### src/rtl/wrr_arbiter_if.sv
// +----------------------------------------------------------------------------+
// | wrr_arbiter_if                                                             |
// | Requester/resource handshake bundle for the weighted round-robin arbiter.  |
// | Rev 1.0 - initial release                                                  |
// +----------------------------------------------------------------------------+
`default_nettype none

interface wrr_arbiter_if #(
  parameter int N = 4
);
  localparam int IW = $clog2(N);

  logic [N-1:0]  req;
  logic          ack;
  logic [N-1:0]  grant;
  logic [IW-1:0] grant_id;
  logic          busy;
  logic          timeout;

  // Requesters plus resource drive req/ack; the arbiter drives the grant side.
  modport master (
    output req,
    output ack,
    input  grant,
    input  grant_id,
    input  busy,
    input  timeout
  );

  modport slave (
    input  req,
    input  ack,
    output grant,
    output grant_id,
    output busy,
    output timeout
  );
endinterface

`default_nettype wire

### src/rtl/wrr_arbiter.sv
// +----------------------------------------------------------------------------+
// | wrr_arbiter                                                                |
// | Weighted round-robin arbiter, grant held per transaction until ack.        |
// | Optional grant-hold timeout enabled by macro WRR_TIMEOUT_EN.               |
// | Rev 1.0 - initial release                                                  |
// +----------------------------------------------------------------------------+
`default_nettype none

module wrr_arbiter #(
  parameter int N       = 4,
  parameter int WW      = 3,
  parameter int TIMEOUT = 64
) (
  input  wire                 clk,
  input  wire                 rst_an,
  wrr_arbiter_if.slave        bus,
  input  wire                 cfg_we,
  input  wire [$clog2(N)-1:0] cfg_idx,
  input  wire [WW-1:0]        cfg_weight
);

  localparam int IW = $clog2(N);

  typedef enum logic [0:0] {
    IDLE  = 1'b0,
    GRANT = 1'b1
  } state_t;

  state_t        state;
  logic [IW-1:0] ptr;
  logic [IW-1:0] owner;
  logic [IW-1:0] winner;
  logic [IW-1:0] next_ptr;
  logic          found;
  logic [WW-1:0] credit;
  logic [WW-1:0] credit_dec;
  logic [WW-1:0] load_weight;
  logic [WW-1:0] weight [N];
  logic [N-1:0]  grant_vec;
  logic          busy_flag;
  logic [IW:0]   scan_idx;

  // First requester at or above ptr, wrapping past N-1 back to 0.
  always_comb begin
    found    = 1'b0;
    winner   = '0;
    scan_idx = '0;
    for (int i = 0; i < N; i++) begin
      scan_idx = {1'b0, ptr} + (IW+1)'(i);
      if (scan_idx >= (IW+1)'(N)) begin
        scan_idx = scan_idx - (IW+1)'(N);
      end
      if (!found && bus.req[scan_idx[IW-1:0]]) begin
        found  = 1'b1;
        winner = scan_idx[IW-1:0];
      end
    end
  end

  assign load_weight = (weight[winner] == '0) ? WW'(1) : weight[winner];
  assign credit_dec  = credit - WW'(1);
  assign next_ptr    = (owner == IW'(N-1)) ? '0 : owner + IW'(1);

  // The load reads the pre-write value, so a same-cycle write applies next load.
  always_ff @(posedge clk or negedge rst_an) begin
    if (!rst_an) begin
      for (int i = 0; i < N; i++) begin
        weight[i] <= WW'(1);
      end
    end else if (cfg_we) begin
      weight[cfg_idx] <= cfg_weight;
    end
  end

`ifdef WRR_TIMEOUT_EN
  localparam int HW = $clog2(TIMEOUT + 1);
  logic [HW-1:0] hold_cnt;
  logic          timeout_flag;
`endif

  always_ff @(posedge clk or negedge rst_an) begin
    if (!rst_an) begin
      state     <= IDLE;
      ptr       <= '0;
      owner     <= '0;
      credit    <= '0;
      grant_vec <= '0;
      busy_flag <= 1'b0;
`ifdef WRR_TIMEOUT_EN
      hold_cnt     <= '0;
      timeout_flag <= 1'b0;
`endif
    end else begin
`ifdef WRR_TIMEOUT_EN
      timeout_flag <= 1'b0;
`endif
      case (state)
        IDLE: begin
          if (found) begin
            state     <= GRANT;
            grant_vec <= N'(1) << winner;
            owner     <= winner;
            busy_flag <= 1'b1;
            // A returning pointer owner with credit left continues its burst.
            if (!(winner == ptr && credit != '0)) begin
              credit <= load_weight;
              ptr    <= winner;
            end
`ifdef WRR_TIMEOUT_EN
            hold_cnt <= '0;
`endif
          end
        end
        GRANT: begin
          if (bus.ack) begin
            state     <= IDLE;
            grant_vec <= '0;
            busy_flag <= 1'b0;
            credit    <= credit_dec;
            if (credit_dec == '0) begin
              ptr <= next_ptr;
            end
          end
`ifdef WRR_TIMEOUT_EN
          else if (hold_cnt == HW'(TIMEOUT - 1)) begin
            state        <= IDLE;
            grant_vec    <= '0;
            busy_flag    <= 1'b0;
            timeout_flag <= 1'b1;
            credit       <= '0;
            ptr          <= next_ptr;
          end else begin
            hold_cnt <= hold_cnt + HW'(1);
          end
`endif
        end
        default: state <= IDLE;
      endcase
    end
  end

  assign bus.grant    = grant_vec;
  assign bus.grant_id = owner;
  assign bus.busy     = busy_flag;
`ifdef WRR_TIMEOUT_EN
  assign bus.timeout  = timeout_flag;
`else
  assign bus.timeout  = 1'b0;
`endif

endmodule

`default_nettype wire
### src/flat_wrapper.sv
// flat-port wrapper written by rule: the top's interface ports become plain ports
module wrr_arbiter_flat 
#(
  parameter int N       = 4,
  parameter int WW      = 3,
  parameter int TIMEOUT = 64
)
  (clk, rst_an, cfg_we, cfg_idx, cfg_weight, bus_req, bus_ack, bus_grant, bus_grant_id, bus_busy, bus_timeout);
  wrr_arbiter_if #(.N(N)) bus_i ();
  input  wire clk;
  input  wire rst_an;
  input  wire cfg_we;
  input  wire [$clog2(N)-1:0] cfg_idx;
  input  wire [WW-1:0] cfg_weight;
  input wire logic [$bits(bus_i.req)-1:0] bus_req;
  input wire logic [$bits(bus_i.ack)-1:0] bus_ack;
  output wire logic [$bits(bus_i.grant)-1:0] bus_grant;
  output wire logic [$bits(bus_i.grant_id)-1:0] bus_grant_id;
  output wire logic [$bits(bus_i.busy)-1:0] bus_busy;
  output wire logic [$bits(bus_i.timeout)-1:0] bus_timeout;
  assign bus_i.req = bus_req;
  assign bus_i.ack = bus_ack;
  assign bus_grant = bus_i.grant;
  assign bus_grant_id = bus_i.grant_id;
  assign bus_busy = bus_i.busy;
  assign bus_timeout = bus_i.timeout;
  wrr_arbiter #(.N(N), .WW(WW), .TIMEOUT(TIMEOUT)) u_core (.clk(clk), .rst_an(rst_an), .bus(bus_i), .cfg_we(cfg_we), .cfg_idx(cfg_idx), .cfg_weight(cfg_weight));
endmodule
### config.mk
export PLATFORM = sky130hd
export DESIGN_NAME = wrr_arbiter_flat
export DESIGN_NICKNAME = d
export VERILOG_FILES = /design/src/rtl/wrr_arbiter_if.sv /design/src/rtl/wrr_arbiter.sv /design/src/flat_wrapper.sv
export SDC_FILE = /design/constraint.sdc
export NUM_CORES = 1
export LEC_CHECK = 0
export CORE_UTILIZATION = 25
export CTS_CLUSTER_SIZE = 16
export DETAILED_ROUTE_END_ITERATION = 8
export SLEW_MARGIN = 10
export SYNTH_ARGS = -nofsm -noshare
export SYNTH_HDL_FRONTEND = slang
export SYNTH_SLANG_ARGS = --single-unit
### constraint.sdc
create_clock -name clk -period 1.9 [get_ports clk]
set_input_delay 0.38 -clock clk [delete_from_list [all_inputs] [get_ports clk]]
set_output_delay 0.38 -clock clk [all_outputs]
set_load 0.05 [all_outputs]
Word level (Yosys, flattened, before mapping)
Cells that the tools add are included.
{"block": "word_totals", "regBits": 25, "inputBits": 13, "out_inout_bits": 8}
{"block": "classes", "add_sub_neg": 9, "magnitude_cmp": 11, "eq_ne": 6, "shift": 1, "mux": 46, "bitwise_logic": 3, "reduce_logical": 15}
{"op": "$mux 2", "n": 13}
{"op": "$mux 3", "n": 7}
{"op": "$ge 3x3->1 const B", "n": 5}
{"op": "$bwmux 12", "n": 1}
{"op": "$lt 2x3->1 const B", "n": 4}
{"op": "$mux 1", "n": 12}
{"op": "$bmux 1 s2", "n": 4}
{"op": "$mux 4", "n": 2}
{"op": "$pmux 4 s2", "n": 1}
{"op": "$sub 2x1->2 const B", "n": 4}
{"op": "$add 2x2->3 const B", "n": 2}
{"op": "$bmux 3 s2", "n": 1}
{"op": "$demux 3 s2", "n": 1}
{"op": "$logic_not 3->1", "n": 2}
{"op": "$ne 2x2->1 const B", "n": 3}
{"op": "$not 2->3", "n": 2}
{"op": "$pmux 3 s2", "n": 1}
{"op": "$logic_and 1x1->1", "n": 5}
{"op": "$pmux 1 s2", "n": 2}
{"op": "$pmux 2 s2", "n": 1}
{"op": "$reduce_and 2->1", "n": 2}
{"op": "$reduce_and 4->1", "n": 1}
{"op": "$shl 1x2->4 const A", "n": 1}
{"op": "$add 2x1->3 const B", "n": 1}
{"op": "11 further kinds", "n": 13}

Logic depth before layout (Yosys ltp)
Gate-level depths: netlist (run 1).
{"block": "depth", "word_depth": 23, "depth_mapped": 7}

Worst setup path before layout (run 1)
No wires, ideal clock.
{"block": "synth_path", "kind": "input to register", "start": "input port bus_req[1]", "end": "register u_core.ptr[0]", "setup_time_ps": 125, "arrival_ps": 1797, "required_time_ps": 1775, "setup_slack_ps": -22, "path_stages": 7, "path_cell_list": "buf_6 or4_4 nor2_1 a21o_2 a21oi_4 a21boi_4 mux2_4"}
{"block": "synth_between", "elab_chain_len": 16, "word_cells_on_any_way": 30, "classes_between": "eq/ne (3); mux (19); reduce/logical (8)"}
{"item": "from (decl)", "line": "flat_wrapper.sv:15", "rtl": "input wire logic [$bits(bus_i.req)-1:0] bus_req;"}
{"item": "$bmux 1 s2", "line": "wrr_arbiter.sv:53", "rtl": "if (!found && bus.req[scan_idx[IW-1:0]]) begin"}
{"item": "$mux 1 (not written as such)", "line": "wrr_arbiter.sv:53"}
{"item": "$mux 1", "line": "wrr_arbiter.sv:53"}
{"item": "$logic_not 1->1", "line": "wrr_arbiter.sv:53"}
{"item": "$logic_and 1x1->1", "line": "wrr_arbiter.sv:53"}
{"item": "$mux 1", "line": "wrr_arbiter.sv:53"}
{"item": "$logic_not 1->1", "line": "wrr_arbiter.sv:53"}
{"item": "$logic_and 1x1->1", "line": "wrr_arbiter.sv:53"}
{"item": "$mux 1", "line": "wrr_arbiter.sv:53"}
{"item": "$logic_not 1->1", "line": "wrr_arbiter.sv:53"}
{"item": "$logic_and 1x1->1", "line": "wrr_arbiter.sv:53"}
{"item": "$mux 2", "line": "wrr_arbiter.sv:53"}
{"item": "$eq 2x2->1", "line": "wrr_arbiter.sv:105", "rtl": "if (!(winner == ptr && credit != '0)) begin"}
{"item": "$logic_and 1x1->1", "line": "wrr_arbiter.sv:105"}
{"item": "$ne 2x2->1 (no source line)"}
{"item": "$reduce_and 4->1 (no source line)"}
{"item": "to (signal assigned)", "line": "wrr_arbiter.sv:107", "rtl": "ptr <= winner;"}
{"item": "to (signal assigned)", "line": "wrr_arbiter.sv:121", "rtl": "ptr <= next_ptr;"}
{"item": "to (decl)", "line": "wrr_arbiter.sv:30", "rtl": "logic [IW-1:0] ptr;"}
Several ways; a longest one is shown, not always the timed one. The select of a mux whose other input is x is not followed.
A chain may end at the register's enable or synchronous reset.

Final worst setup path (run 1)
{"block": "layout_path", "start": "input port bus_req[3]", "end": "register u_core.ptr[1]"}
The elaborated chain is that of the path after synthesis.

==> flow_summary.yaml, run 1 <==
outcome:
  outcome: "completed"
power_and_ir_drop:
  power_leakage_uw: 0.0009437
  vdd_drop_max_v: 0.0004717
  p_total_uw: 2596
  power-per-cell-area_mw_per_mm2: 1186
worst_setup_path:
  worst_setup_path_end_kind: "flop"
  cp.required_ps: 2060
  worst_setup_path_start_kind: "input pin"
  arrival_ps: 2060
  crit_fanout: 9
  worstSetupPathType: "in -> reg"
placed_design:
  io_buffers: 19
  gp_congestion: 0.7724
  post-dp-hpwl_mm: 2.657
  pre_cts_slack_ps: -590.5
finish:
  utilization: 0.3718
  fin_nets: 217
  drive_gt1_frac: 0.4600
  syn_to_final_growth_pct: 43.95
  layout_common_cells: "buf_4, dfrtp_1, mux2_2"
  final_common_cell: "buf_4"
  antenna_cells: 0
global_route:
  grt_pass1_vias: 1280
  grt_pass1_wl_mm: 6.182
  overflow: 0
  grt_max_degree: 26
  track_usage: 0.1293
  antenna_found_initial: 0
cts:
  clockRootBuffer: "clkbuf_8"
  postCtsHoldBufs: 0
  clk_pin_slew_ps: 90
  numCtsBuffers: 3
  htreeDepth: 1
  cts_tree: "yes"
  clkSinkCount: 25
  clock_path_buffers: 2
  clkLatencyLatePin_ps: 270
timing:
  slew_headroom: 0.6650
  rsz0062_at_grt: "yes"
  period_needed_ps: 1897
  setup_ws_ps: 3.165
  finClkSkew_ps: 2.290
  fmax_mhz: 527.2
  report.final.slew_viol_count: 0
  setup_violations: 0
  post-route-period-util: 0.9983
  hold_violations: 0
  tightest_slew_ps: 501.0
  whs_ps: 474.8
detailed_routing:
  drt_iter0_drc: 31
  wl_per_cell_um: 13.63
  viasPerCell: 4.618
  num_vias: 1270
  routed_wl_mm: 3.747
  drc_errors: 0
  drtAntennaViolNets: 0
  dr.pass1.iters: 4
die:
  start_util: 0.2583
  die_h_um: 79.98
  fp.dieW_um: 79.98
  core_area_sq_mm: 0.005886
  io_pins: 21
  die_area_sq_mm: 0.006397
  rows: 28
synth:
  ys_seq_area_frac: 0.4148
  syn-num-nets: 159
  ys_seq_elements: 25
  synth_edf_count: 0
  async_flop_share: 1.000
  synth.distinct_cells: 46
  yosys.area.top_type: "dfrtp_1"
  synth_warnings: 0
  ys.flop_type: "dfrtp_1"
  synthCells: 143
  yosys.area.top_type_share: 0.3457
  synth_area_leaders: "dfrtp_1, mux2_2, dfstp_2, o21ai_0, nor2_1"
  netlist_area_sq_mm: 0.001520
  syn_area_per_cell_sq_um: 10.63
run:
  max-cap-violations: 0
hold_path:
  hp-class: "in -> async"
[Yosys cell counts, types with 2 or more instances]
cell / number
mux2_4: 2
nand3b_1: 3
a21oi_1: 4
a21oi_4: 2
or2_2: 2
nand2b_1: 3
ha_1: 3
nand3_1: 2
o21a_1: 3
buf_4: 2
inv_1: 7
mux2i_1: 2
a211oi_1: 5
buf_2: 2
o21ai_0: 11
nand2_1: 10
dfrtp_1: 21
dfstp_2: 4
nor3_1: 4
nor3b_1: 3
buf_6: 2
nor2_1: 11
mux2_2: 12
[critical path, stage by stage]
cell             delay (ps)
clkdlybuf4s15_2         270
buf_4                   190
or4_4                   450
nor2_4                  140
a21o_4                  120
a21oi_4                  40
a21boi_4                170
mux2_4                  290
[where the power goes]
part / internal (uW) / switching [uW]
clock network: 147 / 173
registers: 694 / 136
logic: 738 / 709
[flip-flops by register name, indices dropped and copies added (netlist names)]
signal,flops
u_core.bus.busy,1
u_core.bus.grant,4
u_core.bus.grant_id,2
u_core.credit,3
u_core.ptr,2
u_core.state,1
u_core.weight,12
[final cells by class]
cell class | count | area, sq um
multi-input cells | 105 | 894.6
clock buffers | 3 | 41.29
fillers | 615 | 3697
flip-flops and latches | 25 | 633.1
well taps | 75 | 93.84
inverters | 7 | 28.78
repair buffers | 59 | 491.7
clock inverters | 1 | 5.005
[per-layer routing]
layer | routed length, um | global-route usage
met4 | 38 | 0.03750
met2 | 1858 | 0.2265
met1 | 1715 | 0.1578
met3 | 134 | 0.02743
met5 | 0 | 0
[stage by stage]
step | cell area, sq um | TNS, ps | instances
floorplan | 1523 | 0 | 143
global placement | 1974 | -4448 | 261
detailed placement | 1974 | -4706 | 261
CTS | 2135 | 0 | 271
global route | 2188 | -264.4 | 275
finish | 2188 | 0 | 275
[repair_timing]
item,4_1_cts,5_1_grt
endpoints found under the hold margin,0,0
pin swaps,8,0
buffers inserted,6,4
endpoints found under the setup margin,6,5
gates resized for setup,24,6
[cells by family (layout without fill, tap and decap cells)]
family	after synthesis	count (layout)	share of synthesized area
fa+ha+maj	3	3	0.02469
xor+xnor	1	1	0.005762
simple gates	45	45	0.1679
other cells	1	1	0.002467
mux	16	16	0.1218
flops	25	25	0.4148
buf+inv	13	70	0.04856
compound gates	39	39	0.2140
[final timing paths]
path | to | slack, ps | startpoint | cells after the start
max | u_core.ptr[1] | 3 | bus_req[3] | 8
min | u_core.bus.grant[2] | 470 | rst_an | 2
max reg2reg | u_core.credit[0] | 10 | u_core.ptr[1] | 6
min reg2reg | u_core.bus.grant[1] | 490 | u_core.bus.grant[1] | 2
max in group asynchronous | u_core.weight[6] | 1130 | rst_an | 2
min in group clk | u_core.bus.grant[1] | 490 | u_core.bus.grant[1] | 2
No activity file was read; power rests on OpenSTA's default activity.
==> run 2: changes to the inputs <==
- CORE_MARGIN: unset -> 5
- RECOVER_POWER: unset -> 100
==> run 2 against run 1 <==
  * Setup slack gained 32 ps
  * Count of clock-buffer cells in the layout unchanged
  * Worst hold slack improved by 9.6 ps
  * Largest cell class unchanged
  * Sequential share of layout area is 1.3 points higher
  * Fmax increased by 1.7%
  * Highest routed layer unchanged
  * Wire length fell by 1.7%
  * Total power fell by 4.3%
  * First-iteration DRC count rose by 6.5%
  * Die area up 21%
  * Utilization is 1.8 points lower
==> flow_summary.yaml, run 2 (synthesized netlist as in run 1, its figures left out) <==
timing:
  setup_ws_ps: 35.39
  report.final.slew_viol_count: 0
  tightest_slew_ps: 639.7
  fmax_mhz: 536.3
  post-route-period-util: 0.9814
  hold_violations: 0
  period_needed_ps: 1865
  setup_violations: 0
  rsz0062_at_grt: "yes"
  whs_ps: 484.4
  slew_headroom: 0.5735
  finClkSkew_ps: 6.726
global_route:
  grt_pass1_wl_mm: 6.175
  met2_usage: 0.1623
  antenna_found_initial: 0
  top_usage_layer: "met2"
  grt_max_degree: 26
  grt_pass1_vias: 1277
  grt_util_met3: 0.02916
  grt_util_met1: 0.1351
  overflow: 0
  track_usage: 0.1025
placed_design:
  post-dp-hpwl_mm: 2.884
  io_buffers: 19
  pre_cts_slack_ps: -576.4
  gp_congestion: 0.8186
finish:
  drive_gt1_frac: 0.4112
  layout_common_cells: "buf_4, dfrtp_1, mux2_2"
  syn_to_final_growth_pct: 37.70
  fin_nets: 214
  final_common_cell: "buf_4"
  largest_register_ffs: 12
  largest_register: "u_core.weight"
  antenna_cells: 0
  utilization: 0.3536
hold_path:
  hold_start: "u_core.bus.grant[2]"
  hold_end: "u_core.bus.grant[2]"
  hp-class: "reg -> reg"
  min_path_cells: 2
cts:
  clkSinkCount: 25
  htreeDepth: 1
  clk_pin_slew_ps: 100
  numCtsBuffers: 3
  clock_path_buffers: 2
  clkLatencyLatePin_ps: 280
  cts_tree: "yes"
  clockRootBuffer: "clkbuf_8"
detailed_routing:
  viasPerCell: 4.596
  wl_per_cell_um: 13.54
  drc_errors: 0
  dr.pass1.iters: 4
  drtAntennaViolNets: 0
  num_vias: 1250
  drt_iter0_drc: 33
  routed_wl_mm: 3.684
worst_setup_path:
  worst_setup_path_end_kind: "flop"
  timing.rr.start: "u_core.ptr[0]"
  reg2reg_setup_slack_ps: 40
  arrival_ps: 2040
  worstSetupPathType: "reg -> reg"
  r2r_cells: 6
  r2r_end: "u_core.credit[2]"
  cp.required_ps: 2080
  worst_setup_path_start_kind: "flop"
  crit_fanout: 7
die:
  rows: 28
  core_area_sq_mm: 0.005921
  io_pins: 21
  fp.dieW_um: 87.98
  die_area_sq_mm: 0.007740
  die_h_um: 87.98
  start_util: 0.2568
power_and_ir_drop:
  power-per-cell-area_mw_per_mm2: 1187
  power_leakage_uw: 0.0008925
  vdd_drop_max_v: 0.0004476
  p_total_uw: 2485
outcome:
  outcome: "completed"
run:
  max-cap-violations: 0
## run 2: changes by cell type in the layout (fill, tap and decap cells not counted), moves of 2 or more
cell	change
buf_4	-7
clkbuf_2	+4
clkdlybuf4s50_1	-3
clkdlybuf4s15_2	-2
dlygate4sd3_1	+2
buf_6	-3
clkbuf_1	+7
## run 2: how the worst max path moves through the flow
stage	startpoint	to	slack, ps	cells after the start
finish	u_core.ptr[0]	u_core.credit[2]	40	6
global route	u_core.ptr[1]	u_core.credit[2]	-90	7
CTS	u_core.ptr[1]	u_core.credit[0]	1	6
detailed placement	bus_req[3]	u_core.credit[2]	-580	7
global placement	bus_req[3]	u_core.ptr[1]	-610	7
floorplan	bus_req[1]	u_core.ptr[0]	1	7
## run 2: final cells by class
class | instances | area, sq um
fill | 613 | 3827
multi-input combinational | 105 | 880.8
sequential | 25 | 633.1
timing repair buffer | 56 | 410.4
tap | 75 | 93.84
clock buffer | 3 | 41.29
inverter | 7 | 26.28
clock inverter | 1 | 7.507
## run 2: critical path, cell delays in order (launching register included)
cell and delay [ps]:
dfrtp_2 450, and3b_1 170, a211o_1 270, or3_4 360, a211oi_2 220, nor3_2 80
a31o_1 210
## run 2: stage by stage
stage	cells	area [sq um]	setup TNS, ps
2_1_floorplan	143	1523	0
3_3_place_gp	267	2017	-4587
3_5_place_dp	267	2017	-4555
4_1_cts	272	2096	0
5_1_grt	272	2093	-292.9
6_report	272	2093	0
## run 2: report_power, final
group / total [uW] / internal, uW / switching [uW]
Sequential: 815 / 693 / 122
Clock: 338 / 149 / 189
Combinational: 1330 / 648 / 684
## run 2: what timing repair did
action                                  CTS  global route
hold endpoints to repair                  0             0
endpoints found under the setup margin    7             5
setup buffers                             1             0
hold buffers                              0             0
pin swaps                                 1             1
resized for setup                         8            14
## run 2: layer usage
metal | part of all wire | routed length (um)
met1 | 0.47 | 1732
met2 | 0.46 | 1708
met3 | 0.055 | 203
met4 | 0.011 | 40
met5 | 0 | 0
==> run 3: changes to the inputs <==
- SKIP_CTS_REPAIR_TIMING: unset -> 1
==> run 3 against run 2 <==
  * The run now ends with negative setup slack left
  * Non-clock buffer count rose by 7
  * Register-to-register slack got worse by 40 ps
  * Combinational power rose by 23%
  * Count of clock-buffer cells in the layout did not move
  * Critical endpoint is now u_core.credit[0]
  * Largest cell class unchanged
  * Highest routed layer unchanged
==> flow_summary.yaml, run 3 (synthesized netlist as in run 1, its figures left out) <==
cts:
  clkSinkCount: 25
  clk_pin_slew_ps: 100
  numCtsBuffers: 3
  clkLatencyLatePin_ps: 270
  clock_path_buffers: 2
  clockRootBuffer: "clkbuf_8"
  cts_tree: "yes"
  htreeDepth: 1
outcome:
  outcome: "finished, violations left"
  violations: "negative setup slack"
finish:
  fin_nets: 221
  largest_register: "u_core.weight"
  largest_register_ffs: 12
  utilization: 0.3840
  syn_to_final_growth_pct: 49.55
  layout_common_cells: "buf_4, dfrtp_1, mux2_2"
  nFillCells: 597
  drive_gt1_frac: 0.4853
  final_common_cell: "buf_4"
  stdcell_count: 279
  antenna_cells: 0
global_route:
  grt_pass1_vias: 1272
  grt_max_degree: 26
  overflow: 0
  grt_pass1_wl_mm: 6.134
  antenna_found_initial: 0
  track_usage: 0.1017
timing:
  finClkSkew_ps: 6.339
  setup_violations: 3
  period_needed_ps: 1906
  hold_violations: 0
  setup_ws_ps: -5.699
  report.final.slew_viol_count: 0
  rsz0062_at_grt: "yes"
  slew_headroom: 0.5801
  tightest_slew_ps: 629.9
  fmax_mhz: 524.7
  post-route-period-util: 1.003
worst_setup_path:
  cpPeakStageDelay_ps: 440
  worst_setup_path_start_kind: "flop"
  worst_setup_path_end_kind: "flop"
  path_buf_inv: 1
  worstSetupPathType: "reg -> reg"
  cp.required_ps: 2100
  crit_fanout: 6
  critical_path.slowest_cell: "dfrtp_2"
  path_delay_family: "compound AO/OA/AOI/OAI gates"
  crit_chain: "buf_4 > mux2i_4 > o2bb2ai_4 > or2_4 > a211oi_4 > o22ai_2 > o211ai_1"
  arrival_ps: 2110
placed_design:
  io_buffers: 19
  place_inst: 267
  post-dp-hpwl_mm: 2.884
  gp_congestion: 0.8186
die:
  fp.dieW_um: 87.98
  die_h_um: 87.98
  die_area_sq_mm: 0.007740
  start_util: 0.2568
  core_area_sq_mm: 0.005921
  rows: 28
  io_pins: 21
detailed_routing:
  num_vias: 1295
  routed_wl_mm: 4.034
  viasPerCell: 4.642
  dr.pass1.iters: 4
  drtAntennaViolNets: 0
  drt_iter0_drc: 37
  drc_errors: 0
  wl_per_cell_um: 14.46
power_and_ir_drop:
  power_leakage_uw: 0.0009833
  p_sw_frac: 0.3991
  vdd_drop_max_v: 0.0005562
  p_int_uw: 1677
  seqPwrFrac: 0.292
  p_clk_frac: 0.119
  power-per-cell-area_mw_per_mm2: 1228
  switching_power_uw: 1114
  comb_power_share: 0.589
hold_path:
  hp-class: "reg -> reg"
run:
  max-cap-violations: 0
==> run 3: changes by cell type in the layout (fill, tap and decap cells not counted), sizes merged <==
cell          delta
clkbuf           -2
dlygate4sd2      -1
buf              +7
dlymetal6s2s     +3
==> run 3: routing by layer <==
metal | GRT usage | vias to the layer above | part of all wire
met5 | 0 | - | 0
met4 | 0.02789 | 0 | 0.015
met3 | 0.02822 | 6 | 0.051
met2 | 0.1644 | 29 | 0.49
met1 | 0.1334 | 620 | 0.44
li1 | - | 640 | -
==> run 3: power by group through the flow <==
stage / clock network, uW / registers (uW) / logic, uW
global route: 369 / 835 / 1780
CTS: 347 / 812 / 1290
floorplan: 0 / 907 / 706
global placement: 0 / 820 / 1260
finish: 333 / 814 / 1640
detailed placement: 0 / 823 / 1280
==> run 3: stage by stage <==
stage	power [uW]	worst slack (ps)	cell area (sq um)	TNS, ps	hold slack (ps)
floorplan	1613	1.055	1523	0	84.41
global placement	2084	-605.4	2017	-4587	463.5
detailed placement	2103	-576.4	2017	-4555	471.8
CTS	2445	-289.3	2066	-1348	479.0
global route	2984	-96.30	2273	-318.8	526.2
finish	2791	-5.699	2273	-9.397	484.6
==> run 3: cell type report <==
type	count	area, sq um	area share
repair buffers	63	505.5	0.2223
flip-flops and latches	25	633.1	0.2785
multi-input cells	105	965.9	0.4249
clock buffers	3	41.29	0.01816
inverters	7	26.28	0.01156
clock inverters	1	7.507	0.003302
well taps	75	93.84	0.04128
==> run 3: worst paths after layout <==
check / start / to / slack (ps) / depth (start not counted)
min: u_core.bus.grant[1] / u_core.bus.grant[1] / 480 / 2
min in group asynchronous: rst_an / u_core.credit[1] / 650 / 2
max reg2reg: u_core.ptr[1] / u_core.credit[0] / -6 / 7
max in group asynchronous: rst_an / u_core.ptr[1] / 810 / 2
max: u_core.ptr[1] / u_core.credit[0] / -6 / 7
min reg2reg: u_core.bus.grant[1] / u_core.bus.grant[1] / 480 / 2
==> run 3: worst reg2reg max path, delay by kind of cell, from the launching register on <==
| family | cells | cell delay [ps] |
|---|---|---|
| and+or+nand+nor | 1 | 310 |
| buffers and inverters | 1 | 150 |
| AOI/OAI and AO/OA | 4 | 760 |
| muxes | 1 | 180 |
| DFF | 1 | 440 |
